`src/rtl/overlay_scheduler_if.sv`:
```
// Pixel, timing and configuration signals between the display front end and overlay_scheduler.
// The master drives video timing, layer codes and config requests; the slave returns the resolved pixel.
interface overlay_scheduler_if;
  logic        video_on;
  logic        frame_start;
  logic [1:0]  world_pixel;
  logic [11:0] icon_bus;
  logic        cfg_wr;
  logic [17:0] cfg_prio;
  logic [5:0]  cfg_enable;
  logic [5:0]  cfg_blink;
  logic        cfg_ack;
  logic [1:0]  pix_code;
  logic [2:0]  pix_layer;
  logic        pix_valid;
  logic        blink_phase;

  modport master (
    output video_on, frame_start, world_pixel, icon_bus,
    output cfg_wr, cfg_prio, cfg_enable, cfg_blink,
    input  cfg_ack, pix_code, pix_layer, pix_valid, blink_phase
  );

  modport slave (
    input  video_on, frame_start, world_pixel, icon_bus,
    input  cfg_wr, cfg_prio, cfg_enable, cfg_blink,
    output cfg_ack, pix_code, pix_layer, pix_valid, blink_phase
  );
endinterface

```
`src/rtl/overlay_scheduler.sv`:
```
// Per-pixel layer scheduler: picks the winning icon layer or the world map through a
// programmable priority order, with frame-committed config and frame-synchronous blink.
//
// state       | meaning
// CFG_IDLE    | no pending config; a new cfg_wr is captured into the shadow registers
// CFG_PENDING | shadow holds a config waiting for the next frame_start to commit
module overlay_scheduler #(
  parameter int BLINK_FRAMES = 30,
  parameter int NUM_LAYERS   = 6
) (
  input  logic                 clock,
  input  logic                 reset,
  overlay_scheduler_if.slave   bus
);

  localparam logic [3*NUM_LAYERS-1:0] DEFAULT_PRIO = {3'd5, 3'd4, 3'd3, 3'd2, 3'd1, 3'd0};
  localparam logic [7:0]              BLINK_LAST   = 8'(BLINK_FRAMES - 1);

  typedef enum logic [0:0] {
    CFG_IDLE    = 1'b0,
    CFG_PENDING = 1'b1
  } cfg_state_t;

  cfg_state_t state, state_nxt;
  logic       capture;
  logic       commit;
  logic       cfg_ack_q;

  logic [3*NUM_LAYERS-1:0] shadow_prio;
  logic [NUM_LAYERS-1:0]   shadow_enable;
  logic [NUM_LAYERS-1:0]   shadow_blink;
  logic [3*NUM_LAYERS-1:0] active_prio;
  logic [NUM_LAYERS-1:0]   active_enable;
  logic [NUM_LAYERS-1:0]   active_blink;

  logic [7:0]              frame_cnt;
  logic                    blink_phase_q;
  logic [NUM_LAYERS-1:0]   eff_mask;

  logic [2*NUM_LAYERS-1:0] s1_icon;
  logic [1:0]              s1_world;
  logic                    s1_video;
  logic [NUM_LAYERS-1:0]   s1_mask;
  logic [3*NUM_LAYERS-1:0] s1_prio;

  logic                    win_found;
  logic [1:0]              win_code;
  logic [2:0]              win_layer;
  logic [2:0]              slot_idx;

  logic [1:0]              pix_code_q;
  logic [2:0]              pix_layer_q;
  logic                    pix_valid_q;

  always_ff @(posedge clock or posedge reset) begin
    if (reset) state <= CFG_IDLE;
    else       state <= state_nxt;
  end

  // The cycle cfg_ack is high still carries the old request, so it must not be recaptured.
  always_comb begin
    state_nxt = state;
    capture   = 1'b0;
    commit    = 1'b0;
    case (state)
      CFG_IDLE: begin
        if (bus.cfg_wr && !cfg_ack_q) begin
          capture   = 1'b1;
          state_nxt = CFG_PENDING;
        end
      end
      CFG_PENDING: begin
        if (bus.frame_start) begin
          commit    = 1'b1;
          state_nxt = CFG_IDLE;
        end
      end
      default: state_nxt = CFG_IDLE;
    endcase
  end

  always_ff @(posedge clock or posedge reset) begin
    if (reset) begin
      shadow_prio   <= DEFAULT_PRIO;
      shadow_enable <= '1;
      shadow_blink  <= '0;
    end else if (capture) begin
      shadow_prio   <= bus.cfg_prio;
      shadow_enable <= bus.cfg_enable;
      shadow_blink  <= bus.cfg_blink;
    end
  end

  always_ff @(posedge clock or posedge reset) begin
    if (reset) begin
      active_prio   <= DEFAULT_PRIO;
      active_enable <= '1;
      active_blink  <= '0;
      cfg_ack_q     <= 1'b0;
    end else begin
      cfg_ack_q <= commit;
      if (commit) begin
        active_prio   <= shadow_prio;
        active_enable <= shadow_enable;
        active_blink  <= shadow_blink;
      end
    end
  end

  always_ff @(posedge clock or posedge reset) begin
    if (reset) begin
      frame_cnt     <= 8'd0;
      blink_phase_q <= 1'b0;
    end else if (bus.frame_start) begin
      if (frame_cnt == BLINK_LAST) begin
        frame_cnt     <= 8'd0;
        blink_phase_q <= ~blink_phase_q;
      end else begin
        frame_cnt <= frame_cnt + 8'd1;
      end
    end
  end

  assign eff_mask = active_enable & ~(active_blink & {NUM_LAYERS{blink_phase_q}});

  // Stage 1 snapshots the config alongside the pixel so in-flight pixels keep the old config.
  always_ff @(posedge clock or posedge reset) begin
    if (reset) begin
      s1_icon  <= '0;
      s1_world <= 2'b00;
      s1_video <= 1'b0;
      s1_mask  <= '0;
      s1_prio  <= DEFAULT_PRIO;
    end else begin
      s1_icon  <= bus.icon_bus;
      s1_world <= bus.world_pixel;
      s1_video <= bus.video_on;
      s1_mask  <= eff_mask;
      s1_prio  <= active_prio;
    end
  end

  // Indices 6 and 7 match no layer, so such slots are simply skipped.
  always_comb begin
    win_found = 1'b0;
    win_code  = s1_world;
    win_layer = 3'd7;
    slot_idx  = 3'd0;
    for (int slot = 0; slot < NUM_LAYERS; slot++) begin
      slot_idx = s1_prio[3*slot +: 3];
      for (int k = 0; k < NUM_LAYERS; k++) begin
        if (!win_found && slot_idx == 3'(k) && s1_mask[k] && s1_icon[2*k +: 2] != 2'b00) begin
          win_found = 1'b1;
          win_code  = s1_icon[2*k +: 2];
          win_layer = 3'(k);
        end
      end
    end
  end

  always_ff @(posedge clock or posedge reset) begin
    if (reset) begin
      pix_code_q  <= 2'b00;
      pix_layer_q <= 3'd7;
      pix_valid_q <= 1'b0;
    end else if (!s1_video) begin
      pix_code_q  <= 2'b00;
      pix_layer_q <= 3'd7;
      pix_valid_q <= 1'b0;
    end else begin
      pix_code_q  <= win_code;
      pix_layer_q <= win_layer;
      pix_valid_q <= 1'b1;
    end
  end

  assign bus.cfg_ack     = cfg_ack_q;
  assign bus.pix_code    = pix_code_q;
  assign bus.pix_layer   = pix_layer_q;
  assign bus.pix_valid   = pix_valid_q;
  assign bus.blink_phase = blink_phase_q;

endmodule

```
`src/flat_wrapper.sv`:
```
// flat-port wrapper written by rule: the top's interface ports become plain ports
module overlay_scheduler_flat 
#(
  parameter int BLINK_FRAMES = 30,
  parameter int NUM_LAYERS   = 6
)
  (clock, reset, bus_video_on, bus_frame_start, bus_world_pixel, bus_icon_bus, bus_cfg_wr, bus_cfg_prio, bus_cfg_enable, bus_cfg_blink, bus_cfg_ack, bus_pix_code, bus_pix_layer, bus_pix_valid, bus_blink_phase);
  overlay_scheduler_if bus_i ();
  input  logic clock;
  input  logic reset;
  input wire logic [$bits(bus_i.video_on)-1:0] bus_video_on;
  input wire logic [$bits(bus_i.frame_start)-1:0] bus_frame_start;
  input wire logic [$bits(bus_i.world_pixel)-1:0] bus_world_pixel;
  input wire logic [$bits(bus_i.icon_bus)-1:0] bus_icon_bus;
  input wire logic [$bits(bus_i.cfg_wr)-1:0] bus_cfg_wr;
  input wire logic [$bits(bus_i.cfg_prio)-1:0] bus_cfg_prio;
  input wire logic [$bits(bus_i.cfg_enable)-1:0] bus_cfg_enable;
  input wire logic [$bits(bus_i.cfg_blink)-1:0] bus_cfg_blink;
  output wire logic [$bits(bus_i.cfg_ack)-1:0] bus_cfg_ack;
  output wire logic [$bits(bus_i.pix_code)-1:0] bus_pix_code;
  output wire logic [$bits(bus_i.pix_layer)-1:0] bus_pix_layer;
  output wire logic [$bits(bus_i.pix_valid)-1:0] bus_pix_valid;
  output wire logic [$bits(bus_i.blink_phase)-1:0] bus_blink_phase;
  assign bus_i.video_on = bus_video_on;
  assign bus_i.frame_start = bus_frame_start;
  assign bus_i.world_pixel = bus_world_pixel;
  assign bus_i.icon_bus = bus_icon_bus;
  assign bus_i.cfg_wr = bus_cfg_wr;
  assign bus_i.cfg_prio = bus_cfg_prio;
  assign bus_i.cfg_enable = bus_cfg_enable;
  assign bus_i.cfg_blink = bus_cfg_blink;
  assign bus_cfg_ack = bus_i.cfg_ack;
  assign bus_pix_code = bus_i.pix_code;
  assign bus_pix_layer = bus_i.pix_layer;
  assign bus_pix_valid = bus_i.pix_valid;
  assign bus_blink_phase = bus_i.blink_phase;
  overlay_scheduler #(.BLINK_FRAMES(BLINK_FRAMES), .NUM_LAYERS(NUM_LAYERS)) u_core (.clock(clock), .reset(reset), .bus(bus_i));
endmodule
```
`config.mk`:
```
export PLATFORM = sky130hd
export DESIGN_NAME = overlay_scheduler_flat
export DESIGN_NICKNAME = d
export VERILOG_FILES = /design/src/rtl/overlay_scheduler_if.sv /design/src/rtl/overlay_scheduler.sv /design/src/flat_wrapper.sv
export SDC_FILE = /design/constraint.sdc
export NUM_CORES = 1
export LEC_CHECK = 0
export CAP_MARGIN = 20
export CORE_MARGIN = 2
export CORE_UTILIZATION = 45
export DETAILED_ROUTE_END_ITERATION = 12
export GPL_ROUTABILITY_DRIVEN = 0
export PLACE_DENSITY_LB_ADDON = 0.05
export SYNTH_ARGS = -nofsm -noshare
export SYNTH_HDL_FRONTEND = slang
export SYNTH_SLANG_ARGS = --single-unit
```
`constraint.sdc`:
```
create_clock -name clock -period 5.13 [get_ports clock]
set_input_delay 0.7695 -clock clock [delete_from_list [all_inputs] [get_ports clock]]
set_output_delay 0.7695 -clock clock [all_outputs]
set_load 0.01 [all_outputs]
```
==> results.md <==
* Crit-path cells: o21ai_1 -> buf_4 -> nor2_2 -> nor4b_4 -> and4_1 -> and3_1 -> a22o_1 -> nor3_1 -> a2111oi_2 -> nor3_2
* Hold Fails Final Rpt at 0
* Final WS setup at 1.26 ns
* Worst path required time at 5.41 ns
* Synth Net Count at 587
* DR iter-0 viols at 571
* Status: finished, final reports clean
* Syn Std Cell Area at 5990 µm²
* Total clock sinks at 116
* Area of the core at 13100 µm²
* Ys Warns at 0
* Fin util at 55.5%
* Critical path launch point type: register
* Via/cell ratio at 6.12
* Final Non-Filler Cells at 779
* Asr flop ratio synth at 100%
* Buffers on Ports at 56
* Worst-Skew Late Latency at 0.41 ns
* Initial antenna violation count at 0
* WP buf/inv at 1
* Max-Cap Viols at 0
* Final instance area at 7300 µm²
* CTS tree: built
* Wire length of the first global-routing pass at 24600 µm
* Pin count of the biggest net entering global routing at 62
* Vias in the first global route at 4623
* Die footprint at 14300 µm²
* Syn avg cell area at 11.2 µm²
* DP Cell Count at 747
* Nets at 641
* Kind of critical path: reg -> reg
* Hpwl dp at 11000 µm
* Synth Flop Type: dfrtp_1
* WL final at 15100 µm
* Hold_buf cts at 0
* Worst-Margin Slew at 0.923 ns
* Clk buf depth at 2
* Overall routing resource usage at 22.5%
* CTS Buf Count at 17
* Most frequent cells in the layout: 80 x dfrtp_1, 60 x mux2_2, 56 x clkdlybuf4s50_1
* Slew margin rel. at 38.1%
* Post-synth top area share at 33.4%
* Setup WS pre-CTS at 1.40 ns
* Post-CTS repair timing setup buffer count at 0
* Remaining antenna violation count at 0
* Clock-pin slew on the worst setup and hold paths at 0.06 ns
* Total I/O pin count at 57
* Post-synthesis sequential area ratio at 49.2%
* Die Y-Extent at 119 µm
* Critical-path cell with the highest stage delay: o21ai_1
* Synthesis-stage register bit count at 116
* Leading cell type in the layout, fill and taps excluded: dfrtp_1
* Clock skew at 0.00811 ns
* Netlist cell types at 90
* N_diodes at 0
* Sum Neg Setup Slack at 0 ns
* Cell area power density at 647 nW/µm²
* CP peak stage delay at 0.70 ns
* H-tree depth reported by CTS at 4
* Slew Viols, Final at 0
* Top cells by area, synth: dfrtp_1 33%, dfstp_2 16%, mux2_2 11%
* Met2 Use GR at 33.6%
* Post-CTS resize count at 0
* Crit-path max FO at 9
* Starting Density at 45.6%
* Via count at 4767
* Root Driver: clkbuf_16
* Worst VDD drop at 0.000356 V
* Post-synth EDFFs at 0
* Tmin final at 3.87 ns
* Leakage power at 2.86 nW
* Layout cell share with drive strength beyond 1 at 26.7%
* CP delay by family, top: simple AND/OR/NAND/NOR gates
* Total power at 4.72 mW
* Syn Inst Count at 536
* Synth area leader: dfrtp_1
* Synth-to-Final Area Change at 21.8%
* Final period utilization at 75.5%
* GR peak layer: met2
* Critical Path AT at 4.15 ns
* F_max at 258 MHz
* DRC violations left at 0
* Worst Hold Class: reg -> reg
* Worst Setup End Kind: register
* Met3 usage in global routing at 7.38%
* Routed length per placed instance at 19.4 µm
* Num rows at 42
* Met1 usage in global routing at 29.5%
* Die Wd at 119 µm
* Dpl cell area at 6690 µm²
* Total overflow reported by the global router at 0
* RSZ-0062 raised after global routing: false
* Hold slack at 0.361 ns
* Final setup fails at 0
* TritonRoute pass-1 iters at 6
-- worst paths after layout --
kind,startpoint,to,slack [ns],cells after the start
worst min register to register,u_core.active_prio[15],u_core.s1_prio[15],0.36,0
worst min-delay path,u_core.active_prio[15],u_core.s1_prio[15],0.36,0
worst max register to register,u_core.s1_icon[4],u_core.bus.pix_code[0],1.26,10
min in group asynchronous,reset,u_core.frame_cnt[6],0.66,2
worst max-delay path,u_core.s1_icon[4],u_core.bus.pix_code[0],1.26,10
max in group asynchronous,reset,u_core.s1_prio[13],3.42,3
-- worst register-to-register path: stages (launching register included) --
cell       delay, ns
dfrtp_1         0.54
o21ai_1         0.71
buf_4           0.28
nor2_2          0.08
nor4b_4         0.52
and4_1          0.48
and3_1          0.34
a22o_1          0.20
nor3_1          0.07
a2111oi_2       0.45
nor3_2          0.07
-- cell type report --
class / count / area (µm²)
clock buffers: 18 / 439
clock inverters: 14 / 173
fillers: 1177 / 5840
inverters: 12 / 47.5
multi-input cells: 382 / 2870
flip-flops and latches: 116 / 2950
well taps: 176 / 220
repair buffers: 61 / 598
-- layer usage --
layer,vias to the layer above,share of wire (%),wire (µm)
met5,-,0,0
li1,2149,-,-
met4,0,4.3,654
met1,2297,41,6280
met2,258,45,6810
met3,63,9.3,1410
-- synthesized netlist by cell type (4+ instances only) --
master / number
nor3b_1: 5
dfrtp_1: 80
nor3_1: 17
o22ai_1: 10
dfstp_2: 36
inv_1: 11
a21boi_0: 6
and3_1: 8
a21oi_1: 15
nand3b_1: 5
or3_1: 5
o31ai_1: 6
clkbuf_1: 14
buf_2: 6
o21ai_0: 18
nand2_1: 33
o221ai_1: 5
o211ai_1: 4
nand2b_1: 10
nor2b_1: 6
or3b_1: 5
o21a_1: 7
mux2_2: 60
a21o_1: 4
nor2_1: 29
a211oi_1: 8
o21ai_1: 5
nand3_1: 19
or2_2: 5
a22o_1: 4
-- sequential cells by signal, summed over array words and instances (netlist names), 8 cells and up --
signal / count
u_core.active_prio: 18
u_core.frame_cnt: 8
u_core.s1_icon: 12
u_core.s1_prio: 18
u_core.shadow_prio: 18
-- cells by family (layout without fill, tap and decap cells) --
group	Yosys count	count (layout)	synth area share [%]
simple gates	179	179	18.0
compound gates	136	136	17.4
flops	116	116	49.2
mux	62	62	11.6
buf+inv	38	105	2.94
xor+xnor	3	3	0.439
fa+ha+maj	2	2	0.418
-- where the power goes --
group	leakage, nW	total, mW	internal [mW]	switching, mW
registers	1.33	1.70	1.36	0.338
logic	1.24	1.82	0.795	1.02
clock network	0.297	1.21	0.780	0.428
total	2.86	4.72	2.93	1.79
(Power assumes the default switching activity.)
